### config.mk
export PLATFORM = sky130hd
export DESIGN_NAME = sram_bist_sequencer
export DESIGN_NICKNAME = d
export VERILOG_FILES = /design/src/rtl/sram_bist_pkg.sv /design/src/rtl/sram_bist_pattern_gen.sv /design/src/rtl/sram_bist_sequencer.sv
export SDC_FILE = /design/constraint.sdc
export NUM_CORES = 1
export LEC_CHECK = 0
export BUFFER_PORTS_ARGS = -buffer_cell sky130_fd_sc_hd__buf_4
export CORE_UTILIZATION = 56
export CTS_CLUSTER_DIAMETER = 30
export DETAILED_ROUTE_END_ITERATION = 12
export PLACE_DENSITY = 0.82
export SLEW_MARGIN = 15
export SYNTH_ARGS = -nofsm -noshare
export SYNTH_HDL_FRONTEND = slang
export SYNTH_SLANG_ARGS = --single-unit
export TNS_END_PERCENT = 10
### constraint.sdc
create_clock -name clk -period 2.9 [get_ports clk]
set_input_delay 0.435 -clock clk [delete_from_list [all_inputs] [get_ports clk]]
set_output_delay 0.435 -clock clk [all_outputs]
set_load 0.1 [all_outputs]
### src/rtl/sram_bist_pkg.sv
// sram_bist_pkg: shared FSM encoding and pattern constants for the SRAM BIST sequencer.
package sram_bist_pkg;

  typedef enum logic [2:0] {
    ST_IDLE  = 3'd0,
    ST_WRITE = 3'd1,
    ST_GAP   = 3'd2,
    ST_READ  = 3'd3,
    ST_DRAIN = 3'd4,
    ST_DONE  = 3'd5
  } bist_state_e;

  localparam int RD_LAT_MAX = 4;
  localparam logic [31:0] LFSR_TAPS_32 = 32'h8020_0003;

  // Galois feedback mask for a right-shifting LFSR of the given width
  function automatic logic [63:0] lfsr_taps(input int dw);
    logic [63:0] taps;
    case (dw)
      32'sd8:  taps = 64'h0000_0000_0000_00B8;
      32'sd16: taps = 64'h0000_0000_0000_B400;
      32'sd32: taps = {32'h0000_0000, LFSR_TAPS_32};
      default: taps = {32'h0000_0000, LFSR_TAPS_32};
    endcase
    return taps;
  endfunction

endpackage

### src/rtl/sram_bist_pattern_gen.sv
// sram_bist_pattern_gen: registered pattern source, loaded with a seed and stepped per word.
// SRAM_BIST_LFSR_EN selects a Galois LFSR; otherwise the pattern is seed + word index.
module sram_bist_pattern_gen
  import sram_bist_pkg::*;
#(
  parameter int DW = 32
) (
  input  logic          clk,
  input  logic          rst,
  input  logic          load,
  input  logic          step,
  input  logic [DW-1:0] seed,
  output logic [DW-1:0] pattern
);

  logic [DW-1:0] pattern_d;
  logic [DW-1:0] pattern_q;

`ifdef SRAM_BIST_LFSR_EN
  localparam logic [DW-1:0] TAPS = DW'(lfsr_taps(DW));

  // LFSR load/step; an all-zero seed would lock up, so it becomes 1
  always_comb begin
    pattern_d = pattern_q;
    if (load) begin
      pattern_d = (seed == {DW{1'b0}}) ? {{(DW-1){1'b0}}, 1'b1} : seed;
    end else if (step) begin
      pattern_d = (pattern_q >> 1) ^ (pattern_q[0] ? TAPS : {DW{1'b0}});
    end else begin
      pattern_d = pattern_q;
    end
  end
`else
  // additive pattern: stepping once per word yields seed + index
  always_comb begin
    pattern_d = pattern_q;
    if (load) begin
      pattern_d = seed;
    end else if (step) begin
      pattern_d = pattern_q + DW'(1);
    end else begin
      pattern_d = pattern_q;
    end
  end
`endif

  // pattern register
  always_ff @(posedge clk or negedge rst) begin
    if (!rst) begin
      pattern_q <= {DW{1'b0}};
    end else begin
      pattern_q <= pattern_d;
    end
  end

  assign pattern = pattern_q;

endmodule

### src/rtl/sram_bist_sequencer.sv
// sram_bist_sequencer: writes a pattern to every SRAM word, waits, reads back and compares.
// Pattern type is chosen by SRAM_BIST_LFSR_EN (see sram_bist_pattern_gen).
module sram_bist_sequencer
  import sram_bist_pkg::*;
#(
  parameter int DW      = 32,
  parameter int AW      = 8,
  parameter int DEPTH   = 256,
  parameter int RD_LAT  = 1,
  parameter int GAP_CYC = 10,
  parameter int CW      = 16
) (
  input  logic          clk,
  input  logic          rst,
  input  logic          start,
  input  logic          abort,
  input  logic [DW-1:0] pat_seed,
  output logic [AW-1:0] mem_addr,
  output logic          mem_we,
  output logic          mem_rd,
  output logic [DW-1:0] mem_wdata,
  input  logic [DW-1:0] mem_rdata,
  output logic          busy,
  output logic          done,
  output logic          pass,
  output logic [CW-1:0] err_cnt,
  output logic [AW-1:0] first_err_addr
);

  localparam logic [AW-1:0] LAST_ADDR = AW'(DEPTH - 1);
  localparam int CNT_MAX = (GAP_CYC > RD_LAT) ? GAP_CYC : RD_LAT;
  localparam int CNT_W = $clog2(CNT_MAX + 1);
  localparam logic [CNT_W-1:0] GAP_LAST = CNT_W'((GAP_CYC > 0) ? GAP_CYC - 1 : 0);
  localparam logic [CNT_W-1:0] DRAIN_LAST = CNT_W'(RD_LAT - 1);
  localparam logic [CW-1:0] ERR_MAX = {CW{1'b1}};

  bist_state_e state_d, state_q;
  logic [AW-1:0] addr_d, addr_q;
  logic [CNT_W-1:0] cnt_d, cnt_q;
  logic [DW-1:0] seed_d, seed_q;
  logic [CW-1:0] err_cnt_d, err_cnt_q;
  logic [AW-1:0] first_err_d, first_err_q;
  logic mem_we_d, mem_we_q, mem_rd_d, mem_rd_q;
  logic busy_d, busy_q, done_d, done_q, pass_d, pass_q;
  logic [RD_LAT-1:0] vld_pipe_d, vld_pipe_q;
  logic [AW-1:0] addr_pipe_d [RD_LAT];
  logic [AW-1:0] addr_pipe_q [RD_LAT];

  logic start_ok, cmp_valid, mismatch, exp_load;
  logic [AW-1:0] cmp_addr;
  logic [DW-1:0] wr_pattern, exp_pattern;

  assign start_ok  = start && !abort && ((state_q == ST_IDLE) || (state_q == ST_DONE));
  assign cmp_valid = vld_pipe_q[RD_LAT-1];
  assign cmp_addr  = addr_pipe_q[RD_LAT-1];
  assign mismatch  = cmp_valid && !abort && (mem_rdata != exp_pattern);
  assign exp_load  = (state_d == ST_READ) && (state_q != ST_READ);

  sram_bist_pattern_gen #(.DW(DW)) u_wr_gen (
    .clk     (clk),
    .rst     (rst),
    .load    (start_ok),
    .step    (state_q == ST_WRITE),
    .seed    (pat_seed),
    .pattern (wr_pattern)
  );

  sram_bist_pattern_gen #(.DW(DW)) u_exp_gen (
    .clk     (clk),
    .rst     (rst),
    .load    (exp_load),
    .step    (cmp_valid),
    .seed    (seed_q),
    .pattern (exp_pattern)
  );

  // next-state, address and phase-counter logic; abort overrides everything
  always_comb begin
    state_d = state_q;
    addr_d  = addr_q;
    cnt_d   = cnt_q;
    if (abort) begin
      state_d = ST_IDLE;
      addr_d  = {AW{1'b0}};
      cnt_d   = {CNT_W{1'b0}};
    end else begin
      case (state_q)
        ST_IDLE, ST_DONE: begin
          if (start) begin
            state_d = ST_WRITE;
            addr_d  = {AW{1'b0}};
          end else begin
            state_d = state_q;
          end
        end
        ST_WRITE: begin
          if (addr_q == LAST_ADDR) begin
            addr_d  = {AW{1'b0}};
            cnt_d   = {CNT_W{1'b0}};
            state_d = (GAP_CYC == 0) ? ST_READ : ST_GAP;
          end else begin
            addr_d = addr_q + AW'(1);
          end
        end
        ST_GAP: begin
          if (cnt_q == GAP_LAST) begin
            cnt_d   = {CNT_W{1'b0}};
            state_d = ST_READ;
          end else begin
            cnt_d = cnt_q + CNT_W'(1);
          end
        end
        ST_READ: begin
          if (addr_q == LAST_ADDR) begin
            addr_d  = {AW{1'b0}};
            cnt_d   = {CNT_W{1'b0}};
            state_d = ST_DRAIN;
          end else begin
            addr_d = addr_q + AW'(1);
          end
        end
        ST_DRAIN: begin
          if (cnt_q == DRAIN_LAST) begin
            cnt_d   = {CNT_W{1'b0}};
            state_d = ST_DONE;
          end else begin
            cnt_d = cnt_q + CNT_W'(1);
          end
        end
        default: begin
          state_d = ST_IDLE;
          addr_d  = {AW{1'b0}};
          cnt_d   = {CNT_W{1'b0}};
        end
      endcase
    end
  end

  // outputs decoded from the next state so the registered copies line up with the state
  always_comb begin
    mem_we_d = (state_d == ST_WRITE);
    mem_rd_d = (state_d == ST_READ);
    busy_d   = (state_d == ST_WRITE) || (state_d == ST_GAP) ||
               (state_d == ST_READ)  || (state_d == ST_DRAIN);
    done_d   = (state_d == ST_DONE);
    pass_d   = done_d && (err_cnt_d == {CW{1'b0}});
  end

  // read-latency pipeline and error bookkeeping
  always_comb begin
    seed_d      = seed_q;
    err_cnt_d   = err_cnt_q;
    first_err_d = first_err_q;
    vld_pipe_d  = vld_pipe_q;
    for (int i = RD_LAT - 1; i > 0; i--) begin
      vld_pipe_d[i]  = vld_pipe_q[i-1];
      addr_pipe_d[i] = addr_pipe_q[i-1];
    end
    vld_pipe_d[0]  = mem_rd_q;
    addr_pipe_d[0] = addr_q;
    if (abort) begin
      vld_pipe_d = {RD_LAT{1'b0}};
    end else if (start_ok) begin
      seed_d      = pat_seed;
      err_cnt_d   = {CW{1'b0}};
      first_err_d = {AW{1'b0}};
    end else if (mismatch) begin
      err_cnt_d   = (err_cnt_q == ERR_MAX) ? ERR_MAX : err_cnt_q + CW'(1);
      first_err_d = (err_cnt_q == {CW{1'b0}}) ? cmp_addr : first_err_q;
    end else begin
      err_cnt_d = err_cnt_q;
    end
  end

  // state and datapath registers
  always_ff @(posedge clk or negedge rst) begin
    if (!rst) begin
      state_q     <= ST_IDLE;
      addr_q      <= {AW{1'b0}};
      cnt_q       <= {CNT_W{1'b0}};
      seed_q      <= {DW{1'b0}};
      err_cnt_q   <= {CW{1'b0}};
      first_err_q <= {AW{1'b0}};
      mem_we_q    <= 1'b0;
      mem_rd_q    <= 1'b0;
      busy_q      <= 1'b0;
      done_q      <= 1'b0;
      pass_q      <= 1'b0;
      vld_pipe_q  <= {RD_LAT{1'b0}};
      for (int i = 0; i < RD_LAT; i++) begin
        addr_pipe_q[i] <= {AW{1'b0}};
      end
    end else begin
      state_q     <= state_d;
      addr_q      <= addr_d;
      cnt_q       <= cnt_d;
      seed_q      <= seed_d;
      err_cnt_q   <= err_cnt_d;
      first_err_q <= first_err_d;
      mem_we_q    <= mem_we_d;
      mem_rd_q    <= mem_rd_d;
      busy_q      <= busy_d;
      done_q      <= done_d;
      pass_q      <= pass_d;
      vld_pipe_q  <= vld_pipe_d;
      for (int i = 0; i < RD_LAT; i++) begin
        addr_pipe_q[i] <= addr_pipe_d[i];
      end
    end
  end

  assign mem_addr       = addr_q;
  assign mem_we         = mem_we_q;
  assign mem_rd         = mem_rd_q;
  assign mem_wdata      = wr_pattern;
  assign busy           = busy_q;
  assign done           = done_q;
  assign pass           = pass_q;
  assign err_cnt        = err_cnt_q;
  assign first_err_addr = first_err_q;

endmodule

==> reports/metrics.yaml <==
status:
  status: "finished, final reports clean"
routing:
  drtAntennaViolNets: 0
  drt-pass1-iter-count: 5
  vias_per_cell: 5.73
  wl_per_cell_microns: 17.0
  drtIter0Drc: 524
  drt_wl_total_microns: 19500
  vias: 6582
  drcViolationCount: 0
timing:
  finalCriticalPeriod_ps: 2740
  fin_setup_tns_ps: 0
  finalHoldViolations: 0
  finalSetupViolCount: 0
  slew_viol_final: 0
  worst_pin_slew_ps: 714
  clock.fmax_ghz: 0.365
  max_slew_margin_pct: 52.0
  timing.final.crit_share_pct: 94.5
  fin_worst_skew_ps: 8.48
  setup_slack_ps: 161
  rsz0062_at_grt: "no"
cells_and_area:
  fin_util_pct: 71.8
  antenna_cells: 0
  design_area_sq_um: 9470
  area_growth_pct: 25.2
  nNetsFinal: 1035
  final_common_cell: "buf_4"
  mostFrequentLayoutCells: "buf_4 (158), dfrtp_1 (147), nand2_1 (145)"
  fillers: 1016
  layout-drive-gt1-share_pct: 21.9
synthesis:
  ys_seq_area_share_pct: 49.3
  ys_ff_latch: 149
  syn_inst: 815
  yosys.area.top_type_share_pct: 49.3
  ys.warnings.count: 0
  synth_area_sq_um: 7560
  synth_edf_count: 0
  synthArstFlopShare_pct: 100
  synthDistinctLibCells: 59
  synth_flop_cell: "dfrtp_1"
  synth.area.top_cells: "dfrtp_1 (49%), nand2_1 (7.2%), xnor2_1 (6.7%)"
  synth_nets: 891
  yosys.area.top_type: "dfrtp_1"
  avgSynthCellArea_sq_um: 9.27
die:
  start_util_pct: 57.3
  core_sq_um: 13200
  die_h_microns: 118
  die-area_sq_um: 14000
  rows: 42
  die_width_microns: 118
  io-pin-count: 137
cts:
  h-tree-depth: 4
  clk_pin_slew_ps: 60
  ctsResizeCount: 0
  clk-insertion-delay-late_ps: 430
  cts_tree: "done"
  holdBufCountCts: 0
  clock_path_buffers: 2
  clkSinkCount: 149
  post_cts_buffers: 0
  cts_buffers: 17
  clock_tree.root_cell: "clkbuf_16"
critical_path:
  slowest_stage: "or4_1"
  crit_path_start_kind: "flop"
  path_cells: "ha_1 -> and4_1 -> nand3_1 -> or3_1 -> and3_1 -> a41o_2 -> o32ai_1 -> or4_1 -> nor3_2"
  arrival_ps: 3090
  crit_path_max_fanout: 9
  crit_path_end_kind: "flop"
  cp_data_required_time_ps: 3250
  crit_type: "reg -> reg"
  slowest_delay_ps: 500
  regToRegSetupSlack_ps: 160
  reg2reg_depth: 9
place:
  port_buffers: 136
  post_dp_cell_area_sq_um: 8860
  hpwl_microns: 13800
  gp_congestion: 0.875
  place_ws_ps: 129
global_routing:
  grt_pass1_vias: 6186
  grt_max_degree: 67
  grt_pass1_wl_microns: 32200
  grt_antenna_before_repair: 0
  gr-total-overflow: 0
  grt_util_all_layers_pct: 29.2
min_path:
  hp-class: "in -> async"
power_and_ir_drop:
  leakage_nw: 4.27
  p_per_area_nw_per_um2: 685
  power.total_mw: 6.48
  peakVddDrop_v: 0.000662
run:
  drv_cap: 0
-- where the power goes --
part	leakage, nW	internal, mW	switching, mW
logic	2.15	0.464	1.17
clock network	0.281	1.37	0.856
registers	1.84	2.33	0.299
-- worst paths after layout --
check,start,endpoint
max in group asynchronous,rst,u_wr_gen.pattern[14]
worst max register to register,err_cnt[0],pass
worst max-delay path,err_cnt[0],pass
worst min-delay path,rst,err_cnt[6]
min in group clk,pat_seed[31],seed_q[31]
worst min register to register,addr_pipe_q[4],first_err_addr[4]
-- synthesized netlist by cell type (all sizes together), types with 5 or more instances --
cell type  count
nor2b         10
nand3         34
inv           12
o21ai         45
and4           5
a22o           9
and3          18
nor4          10
nand2b        10
clkbuf        20
nand4         25
and2           8
nor2          72
nand2        147
dfrtp        149
a21oi         45
nor3          21
buf           16
xor2          37
xnor2         59
ha             8
-- layout make-up --
cell class | count | area, sq um | area share [%]
Clock buffer | 19 | 443 | 4.68
Tap cell | 176 | 220 | 2.33
Sequential cell | 149 | 3730 | 39.4
Multi-Input combinational cell | 618 | 3630 | 38.4
Clock inverter | 13 | 156 | 1.65
Inverter | 12 | 45.0 | 0.476
Timing Repair Buffer | 161 | 1240 | 13.1
-- flip-flops by register name, indices dropped and copies added, names as in the netlist --
name,flops
state_q,3
seed_q,32
cnt_q,4
pass,1
busy,1
err_cnt,16
cmp_valid,1
u_exp_gen.pattern,32
addr_pipe_q,8
mem_we,1
mem_addr,8
u_wr_gen.pattern,32
first_err_addr,8
done,1
mem_rd,1
-- cells by family after synthesis --
| kind of cell | Yosys count | share of synthesized area (%) |
|---|---|---|
| compound gates | 140 | 11.6 |
| mux | 3 | 0.397 |
| xor+xnor | 96 | 11.2 |
| fa+ha+maj | 8 | 1.32 |
| buf+inv | 48 | 2.78 |
| simple gates | 371 | 23.3 |
| flops | 149 | 49.3 |
-- through the flow --
stage | instances | hold slack, ps
after floorplan | 815 | 139
after global placement | 1116 | 447
after detailed placement | 1116 | 450
after CTS | 1148 | 26.8
after global routing | 1148 | 57.7
final | 1148 | 5.39
-- routing by layer --
| layer | vias to the layer above | track usage, % | wire (microns) |
|---|---|---|---|
| met5 | - | 0 | 0 |
| met4 | 0 | 9.38 | 337 |
| met3 | 26 | 6.13 | 1150 |
| met2 | 238 | 42.9 | 8820 |
| met1 | 3205 | 43.2 | 9160 |
| li1 | 3113 | - | - |
-- critical path: cells and delay by family, from the launching register on --
family / cells / cell delay (ps)
flops: 1 / 450
compound gates: 2 / 270
fa+ha+maj: 1 / 250
simple gates: 6 / 1690
Note: power is estimated with default switching activity, not from simulation.
